===== src/rtl/instr_fetch_queue.sv =====
// Instruction fetch queue: issues sequential fetches to instruction memory,
// captures the returned words in a small FIFO and hands them to the decoder
// in issue order. A redirect flushes the queue and restarts fetch at a new PC.
// Optional build macro: IFQ_PERF_CNT_EN adds saturating flush/stall counters.
module instr_fetch_queue #(
    parameter int                DATA_W   = 32,
    parameter int                ADDR_W   = 64,
    parameter int                DEPTH    = 4,
    parameter logic [ADDR_W-1:0] RESET_PC = '0,
    parameter int                PC_INC   = 4
) (
    input  logic                       clk,
    input  logic                       arst_n,
    input  logic                       enable,
    input  logic                       redirect,
    input  logic [ADDR_W-1:0]          redirect_pc,
    output logic [ADDR_W-1:0]          imem_addr,
    output logic                       imem_ren,
    input  logic [DATA_W-1:0]          imem_rdata,
    output logic                       out_valid,
    input  logic                       out_ready,
    output logic [DATA_W-1:0]          out_instr,
    output logic [ADDR_W-1:0]          out_pc,
    output logic [$clog2(DEPTH):0]     level
`ifdef IFQ_PERF_CNT_EN
    ,
    output logic [31:0]                flush_cnt,
    output logic [31:0]                stall_cnt
`endif
);

    localparam int PTR_W = $clog2(DEPTH);
    localparam int LVL_W = PTR_W + 1;
    localparam int OCC_W = LVL_W + 1;

    // Control state
    logic [ADDR_W-1:0] r_fetch_pc;
    logic [ADDR_W-1:0] r_infl_pc;
    logic              r_inflight;
    logic [LVL_W-1:0]  r_level;
    logic [PTR_W-1:0]  r_wptr;
    logic [PTR_W-1:0]  r_rptr;

    // Queue storage (no reset needed; contents gated by level)
    logic [DEPTH-1:0][DATA_W-1:0] r_mem_instr;
    logic [DEPTH-1:0][ADDR_W-1:0] r_mem_pc;

    logic             w_flush;
    logic             w_pop;
    logic             w_wr;
    logic             w_credit;
    logic [OCC_W-1:0] w_occ;

    // Credit counts entries held plus the one fetch that may still be returning;
    // only registered state is used, so a same-cycle pop never frees a slot early.
    assign w_occ    = OCC_W'(r_level) + OCC_W'(r_inflight);
    assign w_credit = w_occ < OCC_W'(DEPTH);

    assign w_flush  = enable & redirect;
    assign imem_ren = arst_n & enable & ~redirect & w_credit;
    assign imem_addr = r_fetch_pc;

    assign out_valid = enable & (r_level != '0);
    assign out_instr = r_mem_instr[r_rptr];
    assign out_pc    = r_mem_pc[r_rptr];
    assign level     = r_level;

    assign w_pop = out_valid & out_ready;
    // Returning data lands even when frozen; only a live redirect discards it.
    assign w_wr  = r_inflight & ~w_flush;

    // Fetch PC, in-flight tracking, pointers and occupancy
    always_ff @(posedge clk or negedge arst_n) begin
        if (!arst_n) begin
            r_fetch_pc <= RESET_PC;
            r_infl_pc  <= '0;
            r_inflight <= 1'b0;
            r_level    <= '0;
            r_wptr     <= '0;
            r_rptr     <= '0;
        end else if (w_flush) begin
            // A same-cycle pop is simply absorbed by the flush.
            r_fetch_pc <= redirect_pc;
            r_inflight <= 1'b0;
            r_level    <= '0;
            r_wptr     <= '0;
            r_rptr     <= '0;
        end else begin
            r_inflight <= imem_ren;
            if (imem_ren) begin
                r_fetch_pc <= r_fetch_pc + ADDR_W'(PC_INC);
                r_infl_pc  <= r_fetch_pc;
            end
            if (w_wr)
                r_wptr <= r_wptr + 1'b1;
            if (w_pop)
                r_rptr <= r_rptr + 1'b1;
            r_level <= r_level + LVL_W'(w_wr) - LVL_W'(w_pop);
        end
    end

    // Tail write of the returned word and the PC that fetched it
    always_ff @(posedge clk) begin
        if (w_wr) begin
            r_mem_instr[r_wptr] <= imem_rdata;
            r_mem_pc[r_wptr]    <= r_infl_pc;
        end
    end

`ifdef IFQ_PERF_CNT_EN
    logic [31:0] r_flush_cnt;
    logic [31:0] r_stall_cnt;

    // Saturating event counters: taken redirects and head-blocked cycles
    always_ff @(posedge clk or negedge arst_n) begin
        if (!arst_n) begin
            r_flush_cnt <= '0;
            r_stall_cnt <= '0;
        end else begin
            if (w_flush && (r_flush_cnt != '1))
                r_flush_cnt <= r_flush_cnt + 32'd1;
            if (out_valid && !out_ready && (r_stall_cnt != '1))
                r_stall_cnt <= r_stall_cnt + 32'd1;
        end
    end

    assign flush_cnt = r_flush_cnt;
    assign stall_cnt = r_stall_cnt;
`endif

endmodule


===== config.mk =====
export PLATFORM = sky130hd
export DESIGN_NAME = instr_fetch_queue
export DESIGN_NICKNAME = d
export VERILOG_FILES = /design/src/rtl/instr_fetch_queue.sv
export SDC_FILE = /design/constraint.sdc
export NUM_CORES = 1
export LEC_CHECK = 0
export CORE_ASPECT_RATIO = 0.9
export CORE_UTILIZATION = 55
export DETAILED_ROUTE_END_ITERATION = 7
export PLACE_DENSITY = 0.79
export SLEW_MARGIN = 0
export SYNTH_ARGS = -nofsm -noshare
export SYNTH_HDL_FRONTEND = slang
export SYNTH_SLANG_ARGS = --single-unit
export TNS_END_PERCENT = 20

===== constraint.sdc =====
create_clock -name clk -period 4.8 [get_ports clk]
set_clock_uncertainty 0.1 [all_clocks]
set_input_delay 0.48 -clock clk [delete_from_list [all_inputs] [get_ports clk]]
set_output_delay 0.48 -clock clk [all_outputs]
set_load 0.1 [all_outputs]

==> impl_metrics.ini <==
[status]
status = finished with violations
violations = DRC

[pwr]
seq_power_share_pct = 37.3
pwr-share-comb_pct = 39.7
ir_drop_v = 0.000513
power.density_nw_per_um2 = 653
internal_power_w = 0.00962
leakage_nw = 8.90
p_switching_w = 0.00712
swShare_pct = 42.5
clockPowerShare_pct = 23.0

[floorplan]
dieHeight_um = 186
core_area_um2 = 37200
die_area_um2 = 38500
initial_core_util_pct = 55.8
die_w_um = 207
ioPinCount = 266
row_count = 67

[sta]
maxSlewHeadroom_pct = 14.5
fmax_mhz = 261
slew_viol_final = 0
setup_tns_ns = 0
rsz0062_at_grt = false
post-route-min-period_ns = 3.84
worst_slack_ns = 0.964
finalCritPeriodShare_pct = 79.9
max_slew.worst_pin.slew_ns = 1.28
setup_viol = 0
hold_viol = 0

[setup_path]
cp-start-kind = register
worst_ep_arrival_time_ns = 3.26
setup.worst_path.class = reg -> out
crit_path_start = r_rptr[1]
cp_num_buf_inv = 2
r2r_start = level[1]
cp_slowest_stage_delay_ns = 1.16
required_ns = 4.22
critical_path.top_delay_family = buffers and inverters
end_kind = output port
crit_cells = 3
critPathCapture = out_pc[34]
crit_slowest_cell = clkdlybuf4s50_1
cp_cell_sequence = buf_4 > mux4_2 > clkdlybuf4s50_1
reg2reg_depth = 6
worstPathMaxFanout = 33
worst_r2r_endpoint = imem_addr[44]
r2r_slack_ns = 1.22

[yosys]
syn_avg_cell_area_um2 = 15.7
synthMuxAreaShare_pct = 10.5
async_flop_share_pct = 26.2
synth_area_leaders = edfxtp_1 56%, dfrtp_1 16%, mux4_2 10%, nand2_1 4.4%, o21ai_0 0.89%
synth_simple_gate_area_share_pct = 10.7
synth_top_family_by_area = simple AND/OR/NAND/NOR gates
ys_seq_area_share_pct = 71.9
synthXorXnorAreaFrac_pct = 0.633
netlist-cell-type-count = 57
netlist_area_um2 = 20800
synth_top_area_share_pct = 55.5
syn-instance-count = 1321
ys_warn_count = 0
yosysTopAreaCell = edfxtp_1
synth_compound_area_share_pct = 4.11
ys_ff_latch = 520
synth_fa_ha_area_share_pct = 0.578
synth_nets = 1431
synth-edff-count = 384
synth_flop_cell = edfxtp_1

[route]
drt_wl_total_um = 51500
routed-via-count = 13000
drc_errors = 15
wl_per_cell_um = 24.4
ant_nets = 0
drt_pass1_iterations = 8
vias_per_cell = 6.15
initialDrtViolationCount = 1326

[clocking]
ctsHoldBuffers = 1
post_cts_buffers = 0
cts_made_buffers = 50
clk_pin_slew_ns = 0.06
clock_path_buffers = 3
cts_root_buffer = clkbuf_16
clock_sinks = 520
cts_resized = 0
cts_tree = built
clock_latency_ns = 0.57
h-tree-depth = 2

[run]
maxCapViolCount = 0

[placement]
pre_cts_ws_ns = 1.38
portBuffers = 265
gp_congestion = 0.841
place_hpwl_um = 32500

[layout]
area_growth_syn_to_layout_pct = 23.4
nFillCells = 2469
final_common_cell = edfxtp_1
nets = 1698
diodes = 0
drive_gt1_share_pct = 12.5
final_cell_mix = 384 x edfxtp_1, 263 x clkdlybuf4s50_1, 241 x nand2_1

[min_path]
hold_path_class = in -> async

[global_routing]
grt_pass1_wl_um = 78100
first_global_vias = 13100
grt_use_total_pct = 27.1
grt_max_degree = 68
antenna_found_initial = 1
gr-total-overflow = 0
==> worst reg2reg max path, delay by kind of cell, from the launching register on <==
kind	cells	cell delay (ns)
AO/OA/AOI/OAI	3	1.16
adder cells (fa/ha/maj)	1	0.27
flip-flops	1	0.47
AND/OR/NAND/NOR	2	1.50
==> worst min path at each step <==
stage	slack [ns]	cells after the start	endpoint
2_1_floorplan	0.08	0	imem_addr[0]
5_1_grt	0.29	2	level[2]
3_3_place_gp	0.29	1	level[2]
3_5_place_dp	0.29	1	level[2]
6_report	0.27	2	level[2]
4_1_cts	0.27	2	level[0]
==> metrics by stage <==
| step | hold slack [ns] | std cells | total power, W | instance area [um^2] | util, % |
|---|---|---|---|---|---|
| 2_1_floorplan | 0.0844 | 1321 | 0.0112 | 20800 | - |
| 3_3_place_gp | 0.294 | 2018 | 0.0129 | 24000 | 64.6 |
| 3_5_place_dp | 0.293 | 2018 | 0.0130 | 24000 | 64.6 |
| 4_1_cts | 0.274 | 2112 | 0.0168 | 25600 | 68.9 |
| 5_1_grt | 0.288 | 2112 | 0.0173 | 25600 | 68.9 |
| 6_report | 0.270 | 2112 | 0.0167 | 25600 | 68.9 |
==> layer usage <==
metal | vias up | track usage (%) | share of wire (%) | wire (um)
met1 | 6545 | 39.0 | 41 | 20900
met4 | 0 | 7.58 | 2.6 | 1350
met2 | 687 | 41.7 | 47 | 24100
met3 | 96 | 6.65 | 9.9 | 5110
li1 | 5655 | - | - | -
met5 | - | 0 | 0 | 0
==> cell usage after synthesis, types with 17 or more instances <==
| master | count |
|---|---|
| clkbuf_1 | 46 |
| nand3_1 | 33 |
| dfrtp_1 | 136 |
| edfxtp_1 | 384 |
| nor2_1 | 42 |
| a31oi_1 | 23 |
| or4_1 | 20 |
| o21ai_0 | 37 |
| nor4_1 | 17 |
| mux4_2 | 96 |
| or3_1 | 21 |
| nand2_1 | 243 |
| nand4_1 | 28 |
==> flip-flops by register name, summed over array words and instances, names as in the netlist <==
name and flops:
r_mem_pc 256, imem_addr 64, r_mem_instr 128, r_wptr 2, r_infl_pc 64, r_rptr 2, r_inflight 1, level 3
==> power by group through the flow <==
stage | clock [W] | sequential, W | combinational (W)
2_1_floorplan | 0 | 0.00669 | 0.00456
3_3_place_gp | 0 | 0.00625 | 0.00661
3_5_place_dp | 0 | 0.00631 | 0.00665
4_1_cts | 0.00390 | 0.00623 | 0.00668
5_1_grt | 0.00408 | 0.00632 | 0.00689
6_report | 0.00385 | 0.00624 | 0.00664
==> area by class of cell <==
class | count | area (um^2) | area share (%)
inverter | 15 | 56.3 | 0.220
tap | 483 | 604 | 2.36
clock buffer | 70 | 1360 | 5.30
sequential | 520 | 14900 | 58.3
timing repair buffer | 283 | 2890 | 11.3
clock inverter | 23 | 241 | 0.942
multi-input combinational | 718 | 5550 | 21.6
==> logic make-up (layout without fill, tap and decap cells) <==
kind of cell,Yosys count,count (layout)
multiplexers,98,98
XOR/XNOR,15,15
AO/OA/AOI/OAI,131,131
AND/OR/NAND/NOR,465,465
adder cells (fa/ha/maj),9,9
buffers and inverters,83,391
flip-flops,520,520
Power figures use the tool's default switching activity.
